$ cat config.mk
export PLATFORM = sky130hd
export DESIGN_NAME = serial_addsub
export DESIGN_NICKNAME = d
export VERILOG_FILES = /design/src/rtl/arith_pkg.sv /design/src/rtl/fa.sv /design/src/rtl/serial_addsub.sv
export SDC_FILE = /design/constraint.sdc
export NUM_CORES = 1
export LEC_CHECK = 0
export ABC_AREA = 1
export CAP_MARGIN = 20
export CORE_ASPECT_RATIO = 1.75
export CORE_UTILIZATION = 40
export CTS_BUF_LIST = sky130_fd_sc_hd__clkbuf_4 sky130_fd_sc_hd__clkbuf_8 sky130_fd_sc_hd__clkbuf_16
export CTS_CLUSTER_SIZE = 28
export DETAILED_ROUTE_END_ITERATION = 8
export PLACE_DENSITY_LB_ADDON = 0.08
export REMOVE_ABC_BUFFERS = 1
export SYNTH_ARGS = -nofsm -noshare
export SYNTH_HDL_FRONTEND = slang
export SYNTH_SLANG_ARGS = --single-unit
$ cat constraint.sdc
create_clock -name clk -period 1.2 [get_ports clk]
set_input_delay 0.24 -clock clk [delete_from_list [all_inputs] [get_ports clk]]
set_output_delay 0.24 -clock clk [all_outputs]
set_load 0.05 [all_outputs]
$ cat src/rtl/arith_pkg.sv
// rtl/arith_pkg.sv - shared encodings for the bit-serial arithmetic unit
package arith_pkg;

    typedef enum logic [1:0] {
        IDLE = 2'b00,
        RUN  = 2'b01,
        DONE = 2'b10
    } state_t;

    localparam logic OP_ADD = 1'b0;
    localparam logic OP_SUB = 1'b1;

endpackage

$ cat src/rtl/fa.sv
// rtl/fa.sv - 1-bit full adder cell
module fa (
    input  logic a,
    input  logic b,
    input  logic ci,
    output logic s,
    output logic co
);

    // Sum and majority carry of the three input bits.
    always_comb begin
        s  = a ^ b ^ ci;
        co = (a & b) | (ci & (a ^ b));
    end

endmodule

$ cat src/rtl/serial_addsub.sv
// rtl/serial_addsub.sv - bit-serial adder/subtractor with start/done handshake
module serial_addsub
    import arith_pkg::*;
#(
    parameter int WIDTH = 4
) (
    input  logic             clk,
    input  logic             rst,
    input  logic             start,
    input  logic             sub,
    input  logic [WIDTH-1:0] a,
    input  logic [WIDTH-1:0] b,
    input  logic             ci,
    output logic             busy,
    output logic             done,
    output logic [WIDTH-1:0] s,
    output logic             co,
    output logic             ov
);

    localparam int CW = (WIDTH > 1) ? $clog2(WIDTH) : 1;
    localparam logic [CW-1:0] LAST_BIT = CW'(WIDTH - 1);

    state_t           state;
    logic [CW-1:0]    cnt;
    logic [WIDTH-1:0] sh_a;
    logic [WIDTH-1:0] sh_b;
    logic [WIDTH-1:0] acc;
    logic             carry;
    logic             op;
    logic             fa_s;
    logic             fa_co;
    logic [WIDTH-1:0] acc_next;
    logic             unused_acc_lsb;

    // The single shared full adder always works on the current LSBs.
    fa u_fa (
        .a  (sh_a[0]),
        .b  (sh_b[0]),
        .ci (carry),
        .s  (fa_s),
        .co (fa_co)
    );

    // New sum bit enters from the MSB side; the old LSB falls off.
    always_comb begin
        acc_next       = {fa_s, acc[WIDTH-1:1]};
        unused_acc_lsb = acc[0];
    end

    // Control FSM plus datapath registers; outputs are registered.
    always_ff @(posedge clk or posedge rst) begin
        if (rst) begin
            state <= IDLE;
            busy  <= 1'b0;
            done  <= 1'b0;
            s     <= '0;
            co    <= 1'b0;
            ov    <= 1'b0;
            cnt   <= '0;
            carry <= 1'b0;
            sh_a  <= '0;
            sh_b  <= '0;
            acc   <= '0;
            op    <= OP_ADD;
        end else begin
            done <= 1'b0;
            case (state)
                IDLE, DONE: begin
                    if (start) begin
                        // Subtraction is a + ~b + ~borrow_in.
                        sh_a  <= a;
                        sh_b  <= (sub == OP_SUB) ? ~b : b;
                        carry <= (sub == OP_SUB) ? ~ci : ci;
                        op    <= sub;
                        cnt   <= '0;
                        busy  <= 1'b1;
                        state <= RUN;
                    end else begin
                        state <= IDLE;
                    end
                end
                RUN: begin
                    sh_a  <= sh_a >> 1;
                    sh_b  <= sh_b >> 1;
                    carry <= fa_co;
                    acc   <= acc_next;
                    cnt   <= cnt + CW'(1);
                    if (cnt == LAST_BIT) begin
                        // Carry FF still holds the carry into the MSB here.
                        s     <= acc_next;
                        co    <= (op == OP_SUB) ? ~fa_co : fa_co;
                        ov    <= carry ^ fa_co;
                        busy  <= 1'b0;
                        done  <= 1'b1;
                        state <= DONE;
                    end
                end
                default: begin
                    busy  <= 1'b0;
                    state <= IDLE;
                end
            endcase
        end
    end

endmodule
# ---- Word level (Yosys, flattened, before mapping)
# Cells that the tools add are included.
dict set report totals {
  reg_bits 26
  output_inout_bits 8
  wordCells 53
}
dict set report op_classes {
  add_sub_neg 1
  n_eq_ne 5
  n_mux 19
  n_bitwise 9
  reduce_logical 7
}
# operator count
set ops {}
lappend ops {{$pmux 4 s2} 2}
lappend ops {{$mux 4} 3}
lappend ops {{$mux 1} 8}
lappend ops {{$pmux 2 s2} 2}
lappend ops {{$reduce_and 2->1} 4}
lappend ops {{$eq 2x2->1 const B} 2}
lappend ops {{$mux 2} 2}
lappend ops {{$ne 2x2->1 const B} 2}
lappend ops {{$not 4->4} 1}
lappend ops {{$pmux 1 s2} 2}
lappend ops {{$xor 1x1->1} 3}
lappend ops {{$add 2x1->2 const B} 1}
lappend ops {{$and 1x1->1} 2}
lappend ops {{$eq 2x1->1 const B} 1}
lappend ops {{$logic_not 2->1} 1}
lappend ops {{$not 1->1} 2}
lappend ops {{$reduce_bool 2->1} 1}
lappend ops {{$reduce_or 2->1} 1}
lappend ops {{$or 1x1->1} 1}

# ---- Depth between registers and ports, before layout
dict set report logic_depth {
  ltp_word 5
  depth_mapped 7
  mapped_depth_nobuf 6
}

# ---- By module
# From an unflattened synthesis, not the netlist that was laid out.
dict set report unflattened {
  hier_cells 145
  area_unflattened_um2 1166.1
}
# module n_inst cells_per_inst area_each_um2 seq_area_each_um2
set by_module_without_submodules {}
lappend by_module_without_submodules {serial_addsub 1 144 1146.1 625.6}
lappend by_module_without_submodules {fa 1 1 20.0 0.0}

# ---- Least setup slack after synthesis
# No wires, ideal clock.
dict set report synth_timing {
  path_kind {reg2reg}
  from {register carry}
  to {register ov}
  setup_ns 0.065
  t_arrival_ns 1.141
  required_time_ns 1.135
  setup_slack_ns -0.006
  path_stages_with_launch 7
  n_path_buf 0
  period_less_slack_ns 1.206
  path_cell_list {dfrtp_1 fa_1 inv_1 nand2_1 nand2_1 nand2_1 nand2_1}
}
dict set report synth_between {
  elab_chain_cells 3
}
# element line
set synth_lines {}
lappend synth_lines {{from (decl)} serial_addsub.sv:29} ;# logic carry;
lappend synth_lines {{from (signal assigned)} serial_addsub.sv:74} ;# carry <= (sub == OP_SUB) ? ~ci : ci;
lappend synth_lines {{from (signal assigned)} serial_addsub.sv:86} ;# carry <= fa_co;
lappend synth_lines {{$and 1x1->1} fa.sv:13} ;# co = (a & b) | (ci & (a ^ b));
lappend synth_lines {{$or 1x1->1} fa.sv:13}
lappend synth_lines {{$xor 1x1->1 (*)} serial_addsub.sv:93} ;# ov <= carry ^ fa_co;
lappend synth_lines {{to (signal assigned)} serial_addsub.sv:93}
lappend synth_lines {{to (decl)} serial_addsub.sv:18} ;# output logic ov
# Every way passes the cells marked *; elsewhere a longest branch is shown, timed or not.
# A chain may end at the register's enable or synchronous reset.

# ---- Worst setup path in the final report
# Same ends and word-level chain as after synthesis.

==> results.txt <==
gr busiest metal: met2
Setup CP Type: reg2reg
DR WL/cell: 10.56 um
commonest non-fill, non-tap cell in the layout: nand2_1
VDD IR max: 0.001131 V
first-pass GRT wire length: 4140 um
worst reg2reg startpoint: carry
Period Utilization, post-route: 98.13%
via count: 999
DIE AREA: 0.003144 mm2
Leakage: 0.8819 nW
headroom to the max-slew limit: 85.99%
HPWL Detailed: 1720 um
Pins Over Slew Limit: 0
most frequent cells in the layout: 67 x nand2_1, 25 x dfrtp_1, 18 x nand3_1
Slew @ Worst Pin: 0.2096 ns
Initial Util: 42.85%
final setup violating endpoints: 0
Pint: 2.618 mW
IO buf count: 20
crit-path cells: fa_2 -> nand2_1 -> nand2_1 -> nand2_1 -> nand2_1
Sw Pwr: 1.897 mW
synth warn: 0
DR iter-0 viols: 25
Synth top area share: 53.65%
area growth from synthesis to layout: 40.99%
Seq cells post-synth: 25
Max-Cap Viols: 0
critical path data required time: 1.36 ns
register area share after synthesis: 53.65%
Core Region: 0.002721 mm2
post-synthesis cell area: 0.001166 mm2
GR Overflow Total: 0
Post-CTS Hold Buffers: 0
Die Y: 73.43 um
met3 Use GR: 2.211%
Core Rows: 25
worst setup path startpoint: carry
Clock Power Share: 10.6%
fmax: 0.8493 GHz
Vias/cell: 4.780
Area contributors post-synth: dfrtp_1 54%, nand2_1 22%, nand3_1 7.7%, inv_1 4.5%, nand2_4 1.9%
Post-Synthesis Cells: 145
via count of the first global-routing pass: 983
clock sinks: 25
drt pass-1 iters: 2
PwrDens: 2746 mW/mm2
Hold Crit Class: in2async
Detailed Route WL: 2207 um
Sequential Power Share: 34.3%
clk root buf: clkbuf_8
initial antenna violation count: 0
most used cell, CP: nand2_1
GRT Total Usage: 16.97%
Remaining DRCs: 0
layout cells sized above 1: 20.88%
cell at the slowest stage of the critical path: fa_2
final hold vios: 0
critical path's largest stage delay: 0.43 ns
Skew-Pair Late Insertion Delay: 0.26 ns
Setup Skew: 0.004410 ns
number of diodes: 0
RSZ-0062 raised after global routing: yes
Finished Core Util: 60.41%
Place WS: -0.08375 ns
status: finished, final reports clean
combinational share of power: 55.1%
CTS clock-pin slew for the worst setup and hold paths: 0.08 ns
PnR worst setup slack: 0.02249 ns
Num CTS Buffers: 3
Cells after DPL: 203
Post-DRT Antenna Nets: 0
critical path endpoint category: flop
switching fraction of total power: 42.01%
Ports: 21
fin area: 0.001644 mm2
H-tree depth: 1
largest area contributor in the netlist: dfrtp_1
worst-path maximum fanout: 4
clk buf depth: 2
min Tclk post-route: 1.178 ns
setup_tns: 0 ns
CTS tree: yes
Area after DPL: 0.001575 mm2
met1 GRT Util: 19.71%
met2 Track Usage GR: 31.31%
Die X: 42.82 um
fin cells: 209
crit path DAT: 1.34 ns
Cell variety after synth: 16
GP Congestion: 0.7797
Nets: 198
layout filler cell count: 259
Syn Area/Cell: 8.042 um2
Worst setup SP type: flop
largest net degree at the start of global routing: 26
[cell usage after synthesis]
library cell	n
nand3_1	18
nand2_4	2
fa_1	1
inv_1	14
nand2_2	2
ha_1	1
nor2_1	5
o21ai_0	2
buf_4	1
nor2_4	1
nand2_1	67
nor2_2	1
dfrtp_1	25
a21oi_2	1
o21ai_1	1
inv_2	3
[cell type report]
cell class                      instances  area (um2)  share of cell area, %
Sequential cell                        25       625.6                  38.05
Multi-Input combinational cell        102       476.7                  29.00
Timing Repair Buffer                   34       397.9                  24.20
Inverter                               17       63.81                  3.881
Clock buffer                            3       41.29                  2.511
Tap cell                               27       33.78                  2.055
Clock inverter                          1       5.005                 0.3044
[kinds of logic (layout without fill, tap and decap cells)]
family                     Yosys count  count (layout)  share of synthesized area [%]
buffers and inverters               18              55                          6.116
AOI/OAI and AO/OA                    4               4                          2.038
and+or+nand+nor                     96              96                          35.41
DFF                                 25              25                          53.65
adders and majority gates            2               2                          2.790
[per-layer routing]
layer  part of all wire (%)  up-vias
met5                      0        -
met4                   0.72        0
met3                    1.9        2
met2                     57       17
met1                     41      463
li1                       -      517
[registers in the layout, indices dropped and copies added (netlist names)]
| signal | cells |
|---|---|
| cnt | 2 |
| busy | 1 |
| state | 2 |
| carry | 1 |
| done | 1 |
| acc | 3 |
| ov | 1 |
| op | 1 |
| co | 1 |
| sh_a | 4 |
| sh_b | 4 |
| s | 4 |
[timing repair]
item,4_1_cts,5_1_grt
endpoints found under the setup margin,2,6
resized for setup,2,1
cloned,0,0
buffers inserted,1,1
pin swaps,1,3
[stage by stage]
step | total power [mW] | hold slack [ns]
final | 4.515 | 0.2987
after floorplan | 2.876 | 0.2673
after detailed placement | 3.982 | 0.4670
after global routing | 4.915 | 0.3494
after global placement | 3.940 | 0.4576
after CTS | 4.520 | 0.3028
[worst max-delay path: cells and delay by family, from the launching register on]
| kind | cells | cell delay [ns] |
|---|---|---|
| adder cells (fa/ha/maj) | 1 | 0.43 |
| flip-flops | 1 | 0.41 |
| AND/OR/NAND/NOR | 4 | 0.23 |
[final timing paths]
path	cells after the start	endpoint	slack [ns]
max	5	ov	0.02
min in group clk	2	sh_b[3]	0.48
max in group asynchronous	3	sh_a[0]	0.76
min	3	done	0.30
max reg2reg	5	ov	0.02
min reg2reg	2	sh_b[3]	0.48
[power groups by stage]
stage               sequential (mW)  combinational [mW]  clock, mW
floorplan                      1.85                1.02          0
global placement               1.56                2.38          0
detailed placement             1.56                2.42          0
CTS                            1.55                2.47      0.500
global route                   1.61                2.78      0.528
finish                         1.55                2.49      0.479
Note: power is estimated with default switching activity, not from simulation.
